`src/rtl/lut_eval.sv`:
```
// Streaming multi-channel truth-table evaluator with rewritable tables and a 2-entry output FIFO.
// Optional accepted-input counter (eval_cnt) is enabled by defining LUT_EVAL_STATS_EN.
module lut_eval #(
    parameter int IN_W = 4,
    parameter int CH   = 1,
    parameter logic [CH*(2**IN_W)-1:0] INIT = {CH{16'hD073}},
    localparam int CHW = (CH > 1) ? $clog2(CH) : 1
) (
    input  logic            clk,
    input  logic            areset,
    input  logic            in_valid,
    output logic            in_ready,
    input  logic [IN_W-1:0] x,
    output logic            out_valid,
    input  logic            out_ready,
    output logic [CH-1:0]   f,
    input  logic            flush,
    input  logic            wr_en,
    input  logic [CHW-1:0]  wr_ch,
    input  logic [IN_W-1:0] wr_addr,
    input  logic            wr_bit
`ifdef LUT_EVAL_STATS_EN
    ,
    output logic [15:0]     eval_cnt
`endif
);

    localparam int DEPTH = 2**IN_W;

    localparam logic [1:0] ST_EMPTY = 2'd0;
    localparam logic [1:0] ST_ONE   = 2'd1;
    localparam logic [1:0] ST_FULL  = 2'd2;

    logic [DEPTH-1:0] tbl_q [CH];

    logic [1:0]    state_q, state_d;
    logic          in_ready_q, in_ready_d;
    logic [CH-1:0] head_q, head_d;
    logic [CH-1:0] tail_q, tail_d;
    logic [CH-1:0] lookup;
    logic          push;
    logic          pop;

    // Table storage: reset loads INIT, a write to a non-existent channel matches no row.
    always_ff @(posedge clk or posedge areset) begin
        if (areset) begin
            for (int c = 0; c < CH; c++) begin
                tbl_q[c] <= INIT[c*DEPTH +: DEPTH];
            end
        end else if (wr_en) begin
            for (int c = 0; c < CH; c++) begin
                if (wr_ch == CHW'(c)) begin
                    tbl_q[c][wr_addr] <= wr_bit;
                end
            end
        end
    end

    always_comb begin
        lookup = '0;
        for (int c = 0; c < CH; c++) begin
            lookup[c] = tbl_q[c][x];
        end
    end

    assign out_valid = (state_q != ST_EMPTY);
    assign in_ready  = in_ready_q;
    assign f         = head_q;
    assign push      = in_valid && in_ready_q && !flush;
    assign pop       = out_valid && out_ready;

    // Head is always the oldest result; tail only holds the second entry while FULL.
    always_comb begin
        state_d = state_q;
        head_d  = head_q;
        tail_d  = tail_q;
        case (state_q)
            ST_EMPTY: begin
                if (push) begin
                    head_d  = lookup;
                    state_d = ST_ONE;
                end
            end
            ST_ONE: begin
                if (push && pop) begin
                    head_d = lookup;
                end else if (push) begin
                    tail_d  = lookup;
                    state_d = ST_FULL;
                end else if (pop) begin
                    state_d = ST_EMPTY;
                end
            end
            ST_FULL: begin
                if (pop) begin
                    head_d  = tail_q;
                    state_d = ST_ONE;
                end
            end
            default: state_d = ST_EMPTY;
        endcase
        if (flush) begin
            state_d = ST_EMPTY;
        end
        in_ready_d = (state_d != ST_FULL);
    end

    always_ff @(posedge clk or posedge areset) begin
        if (areset) begin
            state_q    <= ST_EMPTY;
            in_ready_q <= 1'b1;
            head_q     <= '0;
        end else begin
            state_q    <= state_d;
            in_ready_q <= in_ready_d;
            head_q     <= head_d;
        end
    end

    // Second slot is never observed before being written, so it needs no reset.
    always_ff @(posedge clk) begin
        tail_q <= tail_d;
    end

`ifdef LUT_EVAL_STATS_EN
    logic [15:0] cnt_q, cnt_d;

    function automatic logic [15:0] sat_inc(input logic [15:0] v);
        return (v == 16'hFFFF) ? v : v + 16'd1;
    endfunction

    always_comb begin
        cnt_d = cnt_q;
        if (push) begin
            cnt_d = sat_inc(cnt_q);
        end
    end

    always_ff @(posedge clk or posedge areset) begin
        if (areset) begin
            cnt_q <= '0;
        end else begin
            cnt_q <= cnt_d;
        end
    end

    assign eval_cnt = cnt_q;
`endif

endmodule

```
`config.mk`:
```
export PLATFORM = sky130hd
export DESIGN_NAME = lut_eval
export DESIGN_NICKNAME = d
export VERILOG_FILES = /design/src/rtl/lut_eval.sv
export SDC_FILE = /design/constraint.sdc
export NUM_CORES = 1
export LEC_CHECK = 0
export ABC_AREA = 1
export BUFFER_PORTS_ARGS = -buffer_cell sky130_fd_sc_hd__clkbuf_2
export CAP_MARGIN = 5
export CORE_UTILIZATION = 49
export CTS_CLUSTER_SIZE = 8
export DETAILED_ROUTE_END_ITERATION = 10
export PLACE_DENSITY = 0.71
export SYNTH_ARGS = -nofsm -noshare
export SYNTH_HDL_FRONTEND = slang
export SYNTH_SLANG_ARGS = --single-unit
export TNS_END_PERCENT = 5
```
`constraint.sdc`:
```
create_clock -name clk -period 1.2 [get_ports clk]
set_clock_uncertainty 0.05 [all_clocks]
set_input_delay 0.12 -clock clk [delete_from_list [all_inputs] [get_ports clk]]
set_output_delay 0.12 -clock clk [all_outputs]
set_load 0.005 [all_outputs]
```
==> qor.txt <==
RUN STATUS
-------------------------------------------------------------------------------------
Status                                                                   finished with violations
Violations in the final reports                                          negative setup slack

SYNTH
-------------------------------------------------------------------------------------
Xor and xnor area share after synthesis                                             0
Post-synthesis share of cell area spent on and, or, nand and nor gates          0.319
Mapped Cells                                                                      155
Register area share after synthesis                                             0.468
Area share of fa/ha/maj cells after synthesis                                       0
Portion of synthesized cell area occupied by the leading cell type              0.238
Number of different library cells in the post-synthesis netlist                    19
Top cell type by total area after synthesis                                   dfrtp_1
Syn Area/Cell                                                                7.47 µm²
Synthesis Warnings                                                                  0
Post-synthesis compound-gate area fraction                                      0.117
Syn Std Cell Area                                                            1160 µm²
Post-synthesis sequential element count                                            21
Cells taking the most area after synthesis                               dfrtp_1 (24%), dfstp_2 (20%), nand2_1 (15%), inv_1 (8.4%), nand3_1 (5.2%)
Main combinational cell family by area after synthesis                   simple AND/OR/NAND/NOR gates
Number of nets produced by synthesis                                              171
Multiplexer fraction of the synthesized cell area                                   0

WORST SETUP PATH
-------------------------------------------------------------------------------------
Setup slack on the worst flop-to-flop path                                     -70 ps
Worst setup path start                                                       in_ready
Critical Path Sink Type                                                      register
Critical Path End                                                              tail_q
Highest-delay cell along the critical path                                    dfstp_2
CP required                                                                   1190 ps
Crit-path cells                                                          nand3_2, nor2_1, nand2_1, nor2_2
Launching point of the worst reg2reg path                                    in_ready
Top fanout value on the critical path                                               3
Startpoint class of the critical path                                        register
Worst endpoint data arrival time                                              1270 ps
Worst R2R Path Depth                                                                4
Critical path start-end classification                                        reg2reg
Delay of the slowest critical-path stage                                       570 ps
Worst flop-to-flop path endpoint                                               tail_q

STA
-------------------------------------------------------------------------------------
Min Hold Slack                                                                47.6 ps
Tmin final                                                                    1270 ps
Worst setup slack after layout                                               -71.8 ps
Setup violation total in the final timing report                                    3
Relative max-transition margin                                                  0.698
Share of the clock period used by the worst path                                 1.06
Slew @ Worst Pin                                                               453 ps
Final max-slew violation count                                                      0
Unrepaired setup endpoints after global routing                                   yes
Max frequency                                                                 786 MHz
Endpoints failing hold                                                              0

DIE
-------------------------------------------------------------------------------------
Number of rows in the core area                                                    17
Initial core utilization                                                        0.524
Floorplan Core Area                                                          2210 µm²
Height of the chip                                                            50.6 µm
DIE AREA                                                                     2560 µm²
Horiz. Die Dim                                                                50.6 µm
Top-level port count                                                               19

LAYOUT
-------------------------------------------------------------------------------------
Area growth from synthesis to final layout                                      19.4%
Post-layout net count                                                             198
Post-route cell area                                                         1380 µm²
Final antenna diode count                                                           0
Final Core Density                                                              0.626
Layout cells sized above 1                                                      0.249

CTS
-------------------------------------------------------------------------------------
Clock-pin slew on the worst setup and hold paths                               120 ps
Setup bufs post-CTS                                                                 0
Worst-skew pair later-pin latency                                              310 ps
Maximum clock path buffer count                                                     2
CTS tree                                                                        built
Root buffer cell                                                             clkbuf_4
TritonCTS sink count                                                               21
H-tree depth                                                                        1
Num CTS Buffers                                                                     3

GLOBAL ROUTING
-------------------------------------------------------------------------------------
Global Route Usage Sum                                                          0.240
GRT Residual Overflow                                                               0
Via count of the first global-routing pass                                       1032
Maximum number of pins on one net before global-route repair                       21
Initial antenna violation count                                                     0
Wire length of the first global-routing pass                                  4.56 mm

ROUTE
-------------------------------------------------------------------------------------
Detailed router's first-iteration violation count                                  34
DRC violations left                                                                 0
Drt pass-1 iters                                                                    4
Wire length after detailed routing                                            2.64 mm
Wirelength per Cell                                                           12.6 µm
DR vias                                                                          1068
Count of antenna-violating nets left after detailed routing                         0
Via density                                                                      5.11

RUN
-------------------------------------------------------------------------------------
# Max-Cap Violations                                                                0

PWR
-------------------------------------------------------------------------------------
Static Leakage                                                               0.700 nW
VDD IR-drop max                                                              0.730 mV
Areal power density over the cells                                        1210 nW/µm²

PLACED DESIGN
-------------------------------------------------------------------------------------
Global placer's final weighted congestion                                       0.816
Placement-stage cell area                                                    1310 µm²
Estimated wirelength of the detail-placed design                              1.87 mm
Count of input and output buffers                                                  18

HOLD PATH
-------------------------------------------------------------------------------------
Class of the worst hold path                                                   in2reg

-- layout by cell type (no fill, tap or decap), drive strengths merged --
master and instances:
buf 3, a31oi 6, clkbuf 22, dfstp 9, edfxtp 1, or2 2
nand2 48, nand4 1, inv 27, nor2 13, dlygate4sd3 3, a21oi 7
o211ai 1, o21ai 11, dfrtp 11, nor3 4, nand3 12
-- flip-flops by register name, summed over array words and instances (netlist names) --
register  flops
f             1
state_q       2
in_ready      1
tail_q        1
tbl_q        16
-- worst min path at each step --
stage	start	end	slack [ps]	depth (start not counted)
after floorplan	areset	f	30	1
after global placement	areset	state_q[0]	90	3
after detailed placement	areset	state_q[0]	90	3
after CTS	flush	state_q[1]	50	4
after global routing	flush	state_q[1]	60	4
final	flush	state_q[1]	50	4
-- per-layer routing --
layer,routed length (µm),GRT usage,share of wire,up-vias
li1,-,-,-,546
met2,1230,0.371,0.47,30
met1,1220,0.331,0.46,487
met3,149,0.0606,0.056,5
met5,0,0,0,-
met4,35,0.0694,0.013,0
-- layout make-up --
class / count / area (µm²)
tap: 28 / 35.0
clock buffer: 4 / 26.3
sequential: 21 / 542
fill: 213 / 828
timing repair buffer: 24 / 155
multi-input combinational: 105 / 524
inverter: 27 / 101
-- cells by family (layout without fill, tap and decap cells) --
group	count (synthesis)	count (layout)
AOI/OAI and AO/OA	25	25
buffers and inverters	29	55
DFF	21	21
and+or+nand+nor	80	80
-- critical path: cells and delay by family (launching register included) --
family / cells / cell delay (ps)
flops: 1 / 570
simple gates: 4 / 380
-- timing repair --
| action | in CTS | in global routing |
|---|---|---|
| hold buffers | 3 | 0 |
| endpoints found under the setup margin | 4 | 7 |
| hold endpoints to repair | 23 | 0 |
| resized for setup | 2 | 4 |
-- synthesized netlist by cell type --
library cell	count
nand2_1	47
inv_1	26
nor2_1	13
nand3_1	12
dfrtp_1	11
o21ai_0	11
dfstp_2	9
a21oi_1	7
a31oi_1	6
nor3_4	3
or2_1	2
buf_4	1
clkbuf_1	1
edfxtp_1	1
inv_2	1
nand2_4	1
nand4_1	1
nor3_1	1
o211ai_1	1
-- through the flow --
stage | power [mW] | setup slack [ps] | setup TNS (ps) | std cells
6_report | 1.67 | -71.8 | -114 | 209
5_1_grt | 1.78 | -134 | -634 | 209
4_1_cts | 1.67 | -54.0 | -64.3 | 209
3_5_place_dp | 1.31 | -40.3 | -61.4 | 202
3_3_place_gp | 1.29 | 7.18 | 0 | 202
2_1_floorplan | 1.18 | 18.6 | 0 | 155
-- power by group --
part	internal [mW]	switching, mW	total, mW
logic	0.156	0.217	0.373
registers	0.872	0.0660	0.938
clock network	0.130	0.233	0.363
total	1.16	0.515	1.67
(Power assumes the default switching activity.)
